$ cat src/rtl/tcdm_bank_arbiter.sv
// ----------------------------------------------------------------------------
// tcdm_bank_arbiter: round-robin share of one TCDM bank port with in-order
// response routing via an owner FIFO.                            Rev 1.0
// ----------------------------------------------------------------------------
`default_nettype none

module tcdm_bank_arbiter #(
  parameter int unsigned NumReq         = 4,
  parameter int unsigned AddrWidth      = 32,
  parameter int unsigned DataWidth      = 32,
  parameter int unsigned MaxOutstanding = 4,
  localparam int unsigned BeWidth       = DataWidth / 8,
  localparam int unsigned CntWidth      = $clog2(MaxOutstanding + 1)
) (
  input  logic                           clk_i,
  input  logic                           rst_ni,
  input  logic [NumReq-1:0]              req_valid_i,
  output logic [NumReq-1:0]              req_ready_o,
  input  logic [NumReq*AddrWidth-1:0]    req_addr_i,
  input  logic [NumReq*4-1:0]            req_amo_i,
  input  logic [NumReq-1:0]              req_write_i,
  input  logic [NumReq*DataWidth-1:0]    req_wdata_i,
  input  logic [NumReq*BeWidth-1:0]      req_be_i,
  output logic [NumReq-1:0]              resp_valid_o,
  input  logic [NumReq-1:0]              resp_ready_i,
  output logic [DataWidth-1:0]           resp_rdata_o,
  output logic                           out_valid_o,
  input  logic                           out_ready_i,
  output logic [AddrWidth-1:0]           out_addr_o,
  output logic [3:0]                     out_amo_o,
  output logic                           out_write_o,
  output logic [DataWidth-1:0]           out_wdata_o,
  output logic [BeWidth-1:0]             out_be_o,
  input  logic                           out_rvalid_i,
  output logic                           out_rready_o,
  input  logic [DataWidth-1:0]           out_rdata_i,
  output logic [CntWidth-1:0]            outstanding_o
);

  localparam int unsigned IdxWidth = $clog2(NumReq);
  localparam int unsigned PtrWidth = (MaxOutstanding > 1) ? $clog2(MaxOutstanding) : 1;

  logic [AddrWidth-1:0] addr_arr  [NumReq];
  logic [3:0]           amo_arr   [NumReq];
  logic [DataWidth-1:0] wdata_arr [NumReq];
  logic [BeWidth-1:0]   be_arr    [NumReq];

  for (genvar g = 0; g < NumReq; g++) begin : g_unpack
    assign addr_arr[g]  = req_addr_i[g*AddrWidth +: AddrWidth];
    assign amo_arr[g]   = req_amo_i[g*4 +: 4];
    assign wdata_arr[g] = req_wdata_i[g*DataWidth +: DataWidth];
    assign be_arr[g]    = req_be_i[g*BeWidth +: BeWidth];
  end

  logic [IdxWidth-1:0] rr_ptr_q;
  logic                lock_q;
  logic [IdxWidth-1:0] lock_idx_q;
  logic [IdxWidth-1:0] owner_q [MaxOutstanding];
  logic [PtrWidth-1:0] wr_ptr_q;
  logic [PtrWidth-1:0] rd_ptr_q;
  logic [CntWidth-1:0] count_q;

  logic [IdxWidth-1:0] sel;
  logic [IdxWidth-1:0] cand;
  logic [IdxWidth-1:0] head;
  logic                found;
  logic                full;
  logic                empty;
  logic                blocked;
  logic                handshake;
  logic                push;
  logic                pop;

  function automatic logic [PtrWidth-1:0] ptr_inc(input logic [PtrWidth-1:0] p);
    return (p == PtrWidth'(MaxOutstanding - 1)) ? '0 : p + 1'b1;
  endfunction

  assign full  = (count_q == CntWidth'(MaxOutstanding));
  assign empty = (count_q == '0);

  // A held lock pins the selection so a stalled request keeps a stable payload.
  always_comb begin
    sel   = rr_ptr_q;
    cand  = '0;
    found = 1'b0;
    if (lock_q) begin
      sel = lock_idx_q;
    end else begin
      for (int unsigned k = 1; k <= NumReq; k++) begin
        cand = IdxWidth'((32'(rr_ptr_q) + k) % NumReq);
        if (!found && req_valid_i[cand]) begin
          found = 1'b1;
          sel   = cand;
        end
      end
    end
  end

  assign blocked     = full & ~req_write_i[sel];
  assign out_valid_o = rst_ni & req_valid_i[sel] & ~blocked;
  assign handshake   = out_valid_o & out_ready_i;
  assign push        = handshake & ~req_write_i[sel];

  assign out_addr_o  = addr_arr[sel];
  assign out_amo_o   = amo_arr[sel];
  assign out_write_o = req_write_i[sel];
  assign out_wdata_o = wdata_arr[sel];
  assign out_be_o    = be_arr[sel];

  always_comb begin
    req_ready_o      = '0;
    req_ready_o[sel] = handshake;
  end

  assign head         = owner_q[rd_ptr_q];
  assign out_rready_o = rst_ni & ~empty & resp_ready_i[head];
  assign pop          = out_rvalid_i & out_rready_o;
  assign resp_rdata_o = out_rdata_i;

  always_comb begin
    resp_valid_o       = '0;
    resp_valid_o[head] = rst_ni & out_rvalid_i & ~empty;
  end

  assign outstanding_o = count_q;

  always_ff @(posedge clk_i) begin
    if (!rst_ni) begin
      rr_ptr_q   <= IdxWidth'(NumReq - 1);
      lock_q     <= 1'b0;
      lock_idx_q <= '0;
      wr_ptr_q   <= '0;
      rd_ptr_q   <= '0;
      count_q    <= '0;
    end else begin
      if (handshake) begin
        rr_ptr_q <= sel;
        lock_q   <= 1'b0;
      end else if (out_valid_o && !out_ready_i) begin
        lock_q     <= 1'b1;
        lock_idx_q <= sel;
      end
      if (push) wr_ptr_q <= ptr_inc(wr_ptr_q);
      if (pop)  rd_ptr_q <= ptr_inc(rd_ptr_q);
      case ({push, pop})
        2'b10:   count_q <= count_q + 1'b1;
        2'b01:   count_q <= count_q - 1'b1;
        default: count_q <= count_q;
      endcase
    end
  end

  // Owner storage needs no reset: entries are only read below the occupancy count.
  always_ff @(posedge clk_i) begin
    if (push) owner_q[wr_ptr_q] <= sel;
  end

`ifndef SYNTHESIS
  rvalid_while_empty: assert property (@(posedge clk_i) disable iff (!rst_ni)
    !(out_rvalid_i && empty));
`endif

endmodule

`default_nettype wire

$ cat config.mk
export PLATFORM = sky130hd
export DESIGN_NAME = tcdm_bank_arbiter
export DESIGN_NICKNAME = d
export VERILOG_FILES = /design/src/rtl/tcdm_bank_arbiter.sv
export SDC_FILE = /design/constraint.sdc
export NUM_CORES = 1
export LEC_CHECK = 0
export BUFFER_PORTS_ARGS = -buffer_cell sky130_fd_sc_hd__buf_2
export CORE_AREA = 2 2 178 180
export CTS_CLUSTER_DIAMETER = 80
export DETAILED_ROUTE_END_ITERATION = 6
export DIE_AREA = 0 0 180 182
export HOLD_SLACK_MARGIN = 0.08
export PLACE_DENSITY = 0.5
export SLEW_MARGIN = 20
export SYNTH_ARGS = -nofsm -noshare
export SYNTH_HDL_FRONTEND = slang
export SYNTH_SLANG_ARGS = --single-unit
export TNS_END_PERCENT = 5
$ cat constraint.sdc
create_clock -name clk_i -period 7.9 [get_ports clk_i]
set_input_delay 1.185 -clock clk_i [delete_from_list [all_inputs] [get_ports clk_i]]
set_output_delay 1.185 -clock clk_i [all_outputs]
set_load 0.01 [all_outputs]
# == After elaboration in Yosys (flattened, before gate mapping) ==
# Memories as Yosys holds them, arrays and structs flattened. A register that Yosys moved wholly into a read port is not among the register bits.
# Cells that the tools add are included.
# word_totals
mem_bits_rw,8
ff_bits,12
in_bits,336
latchBits,0
output_inout_bits,118
romBits,0
elab_cells,109
mem_count,1
# memory_table
name,depth,word_bits,read_ports,rd_clocked_by_memory_dff,wr,line_no,source
owner_q,4,2,1,1,1,58,logic [IdxWidth-1:0] owner_q [MaxOutstanding];
# classes
n_addsub,8
n_reduce_logical,14
n_lt_le_gt_ge,9
bitwise,18
multipliers,0
n_eq_ne,5
n_shift,0
div,0
muxes,48
# ops
operator,count
$bmux W32 S2,2
$mux W32,4
$lt A2 B3 Y1 const B,6
$mux W2,9
$mux W1,17
$bmux W4 S2,2
$mux W4,4
$bmux W1 S2,7
$and A1 B1 Y1,10
$add A2 B1 Y2 const B,4
$and A4 B4 Y4,2
$eq A2 B2 Y1 const B,3
$logic_and A1 B1 Y1,6
$pmux W3 S2,1
$not A1 Y1,5
$add A2 B2 Y2 const B,2
$demux W1 S2,2
$ge A2 B1 Y1 const B,2
$logic_not A1 Y1,4
$add A3 B1 Y3 const B,1
$eq A3 B3 Y1 const B,1
$ge A3 B3 Y1 const B,1
$logic_not A3 Y1,1
$not A2 Y3,1
other kinds (5),5

# == Logic depth before layout (Yosys ltp) ==
# logic_depth
ltp_word,27
mapped_depth,15

# == Worst setup path after synthesis ==
# OpenSTA, ideal clock, no wires.
# synth_path
path_kind,input to output
start,input req_valid_i[3]
end,output req_ready_o[3]
path_slack_ns,3.879
n_path_buf,0
t_arrival_ns,2.836
required_ns,6.715
path_stages,7
path_cell_list,mux2i_1 -> or2_1 -> a311o_1 -> a22oi_1 -> nor2_2 -> a211o_4 -> nor3b_2
# synth_via
elab_chain_cells,24
# synth_rtl
element,line_no,source
"start, declared",17,"input logic [NumReq-1:0] req_valid_i,"
$bmux W1 S2,91,if (!found && req_valid_i[cand]) begin
$mux W1 (not written as such),91,
$mux W1,91,
$mux W1,86,if (lock_q) begin
$logic_not A1 Y1,91,
$logic_and A1 B1 Y1,91,
$mux W1,91,
$mux W1,86,
(+8 left out),n/a,
$bmux W1 S2,99,assign blocked = full & ~req_write_i[sel];
$mux W1 (not written as such),99,
$not A1 Y1,99,
$and A1 B1 Y1,99,
$not A1 Y1,100,assign out_valid_o = rst_ni & req_valid_i[sel] & ~blocked;
$and A1 B1 Y1,100,
$and A1 B1 Y1,101,assign handshake = out_valid_o & out_ready_i;
$and A4 B4 Y4 (no line) (*),n/a,
"end, declared",18,"output logic [NumReq-1:0] req_ready_o,"
# Every way passes the cells marked *; elsewhere a longest branch is shown, timed or not. The select of a mux whose other input is x is not followed.

# == Worst setup path after layout ==
# layout_path
start,input req_valid_i[1]
end,output out_be_o[0]
# layout_via
elab_chain_cells,20
# layout_rtl
element,line_no,source
$bmux W1 S2,91,
$mux W1 (not written as such),91,
$mux W1,91,
$mux W1,86,
$logic_not A1 Y1,91,
$logic_and A1 B1 Y1,91,
$mux W1,91,
$mux W1,86,
(+3 left out),n/a,
$mux W1,86,
$logic_not A1 Y1,91,
$logic_and A1 B1 Y1,91,
$mux W2 (*),91,
$mux W2 (*),86,
$not A2 Y3 (not written as such) (*),108,assign out_be_o = be_arr[sel];
$bmux W4 S2 (*),108,
$mux W4 (not written as such) (*) (2 in series),108,
"end, declared",33,"output logic [BeWidth-1:0] out_be_o,"
# Marked as above.

==> flow_summary_export.csv <==
group,metric,value,unit
sta,setup_slack,2.836,ns
worst_hold_path,min_path_type,"reg -> reg",
layout,nets,1168,
critical_path,cpPeakStageDelay,0.69,ns
layout,multi_input_area,0.003008,mm2
global_routing,grt_pass1_vias,4454,
sta,fin_crit_sh,0.6410,
floorplanning,initial_utilization,0.1295,
sta,skew,0.003773,ns
critical_path,start_kind,"input pin",
drt,wl_met1,6766,um
sta,finalCriticalPeriod,5.064,ns
logic_synthesis,synth_nets,839,
critical_path,path_cells,"buf_2, nor2b_1, o21ai_0, nand3_1, inv_4, buf_12, nor2_1, a21oi_1, buf_2",
power,total_power,0.001887,W
critical_path,cp_max_fo,79,
floorplanning,die_area,0.03276,mm2
sta,slew_headroom,0.4342,
global_routing,grt-ovfl-total,0,
logic_synthesis,synth_cell_types,51,
floorplanning,die_width,180,um
logic_synthesis,ys_seq_area_frac,0.1297,
sta,setup_tns,0,ns
floorplanning,die_y,182,um
sta,setup_viol,0,
critical_path,worst_setup_path_end_kind,"output pin",
logic_synthesis,syn_area,0.004013,mm2
global_routing,grt.total_usage,0.09263,
drt,met2_wirelength,8660,um
floorplanning,io_pins,454,
floorplanning,rows,65,
critical_path,worstPathRequired,6.71,ns
logic_synthesis,synth_ff_type,"dfxtp_1",
sta,hold_viol,0,
drt,wire_per_inst,13.60,um
critical_path,crit_slowest_cell,"inv_4",
logic_synthesis,yosys_register_bits,22,
logic_synthesis,yosysMostFrequentCell,"nor2_1",
critical_path,worstSetupPathType,"in -> out",
clocking,cts_tree,"yes",
placement,pre_cts_slack,2.778,ns
sta,slew_violations,0,
layout,postLayoutCoreUtil,0.1983,
global_routing,grt_pass1_wl,24470,um
clocking,root_buffer,"clkbuf_16",
clocking,cts.clk_slew.worst_paths,0.06,ns
clocking,clock_latency,0.25,ns
sta,fmax,197.5,MHz
clocking,htreeDepth,1,
drt,top_layer_used,"met4",
logic_synthesis,synth_edf_count,8,
sta,rsz0062_at_grt,"false",
logic_synthesis,synth.avg_cell_area,8.090,um2
layout,regArea,520.5,um2
drt,drt_wl_total,16690,um
logic_synthesis,synth_common_cells,"nor2_1, a21oi_1, mux2i_1",
layout,design_area,0.006146,mm2
layout,final_layout_size_suffix_gt1_frac,0.5862,
drt,drtAntennaViolNets,0,
floorplanning,core-area,0.03099,mm2
placement,hpwl,14300,um
power,cellLeakagePower,2.896,nW
logic_synthesis,yosys.area.top_type_share,0.2021,
critical_path,cp_common_cell,"buf_2",
logic_synthesis,yosysWarnings,0,
flow_run,max_cap_viol_count,0,
logic_synthesis,synth_top_cell_by_area,"mux2_2",
clocking,cts_setup_buffers,0,
drt,wl_met3,1194,um
sta,worst_slew_pin_slew,0.8488,ns
clocking,cts_buffer_depth,2,
placement,port_buffers,389,
drt,drt_first_pass_iters,4,
clocking,cts-hold-fix-buffers,0,
clocking,cts_buffers,3,
drt,drc_errors,0,
placement,gp_congestion,0.7641,
drt,drt_iter0_markers,132,
global_routing,grt_max_degree,89,
power,p_per_area,307.0,mW/mm2
logic_synthesis,async_reset_ff_frac,0,
logic_synthesis,synthTopCellsByArea,"mux2_2, mux2i_1, a21oi_1",
drt,via_per_inst,3.852,
layout,fillCellCount,3496,
clocking,cts_sinks,22,
drt,num_vias,4726,
global_routing,antenna_found_initial,1,
layout,area_delta_synth_final,53.16,%
clocking,ctsResizeCount,0,
power,ir_worst_vdd,0.0001389,V
logic_synthesis,syn_inst,496,
run_status,outcome,"completed",
critical_path,critPathArrivalTime,3.88,ns
placement,placedInstanceArea,0.006065,mm2
critical path: cells and delay by family:
kind / cells / cell delay [ns]
and+or+nand+nor: 3 / 0.69
buffers and inverters: 4 / 1.35
AOI/OAI and AO/OA: 2 / 0.57
stage by stage:
stage | hold slack [ns] | instances
5_1_grt | 0.5056 | 1226
3_3_place_gp | 0.4623 | 1222
2_1_floorplan | 0.4430 | 496
4_1_cts | 0.4858 | 1226
3_5_place_dp | 0.4778 | 1222
6_report | 0.4840 | 1227
metal layers:
layer | global-route usage | up-vias
li1 | - | 2402
met1 | 0.1160 | 2109
met2 | 0.1690 | 209
met3 | 0.01905 | 6
met4 | 0.007480 | 0
met5 | 0 | -
state kept, by name, summed over array words and instances (netlist names), named ones only:
signal,flops
wr_ptr_q,2
outstanding_o,3
rr_ptr_q,2
lock_q,1
rd_ptr_q,2
owner_q,8
lock_idx_q,2
worst paths after layout:
check | startpoint | end | slack (ns) | cells after the start
worst max-delay path | req_valid_i[1] | out_be_o[0] | 2.84 | 9
worst min-delay path | rd_ptr_q[1] | flop | 0.48 | 2
worst max register to register | rr_ptr_q[0] | outstanding_o[2] | 4.47 | 14
worst min register to register | rd_ptr_q[1] | flop | 0.48 | 2
cell type report:
cell class,instances,area share
Timing Repair Buffer,391,0.3233
Tap cell,402,0.08184
Multi-Input combinational cell,396,0.4894
Inverter,11,0.007533
Clock buffer,3,0.01221
Sequential cell,22,0.08469
Antenna cell,1,0.0004072
Clock inverter,1,0.0006107
layout by cell type (no fill, tap or decap), types with 3 or more instances in the layout:
cell and instances:
nor2b_1 4, nand4_1 4, and2_1 7, mux2i_1 76
mux4_2 3, nand2b_1 3, inv_1 8, o31ai_1 4
clkbuf_16 3, buf_2 389, mux2_2 72, o21ai_0 4
edfxtp_1 8, dfxtp_1 14, nand2_1 14, nor2_1 83
ha_1 6, a21oi_1 79
cell families after synthesis:
kind of cell	Yosys count	synth area share
adders and majority gates	7	0.02370
AOI/OAI and AO/OA	108	0.1637
DFF	22	0.1297
xor gates and xnor gates	2	0.004366
muxes	151	0.4085
and+or+nand+nor	128	0.1459
buffers and inverters	78	0.1241
where the power goes:
part / switching, W / internal [W]
Sequential: 0.0000217 / 0.000140
Combinational: 0.000922 / 0.000697
Clock: 0.0000386 / 0.0000674
(Power assumes the default switching activity.)
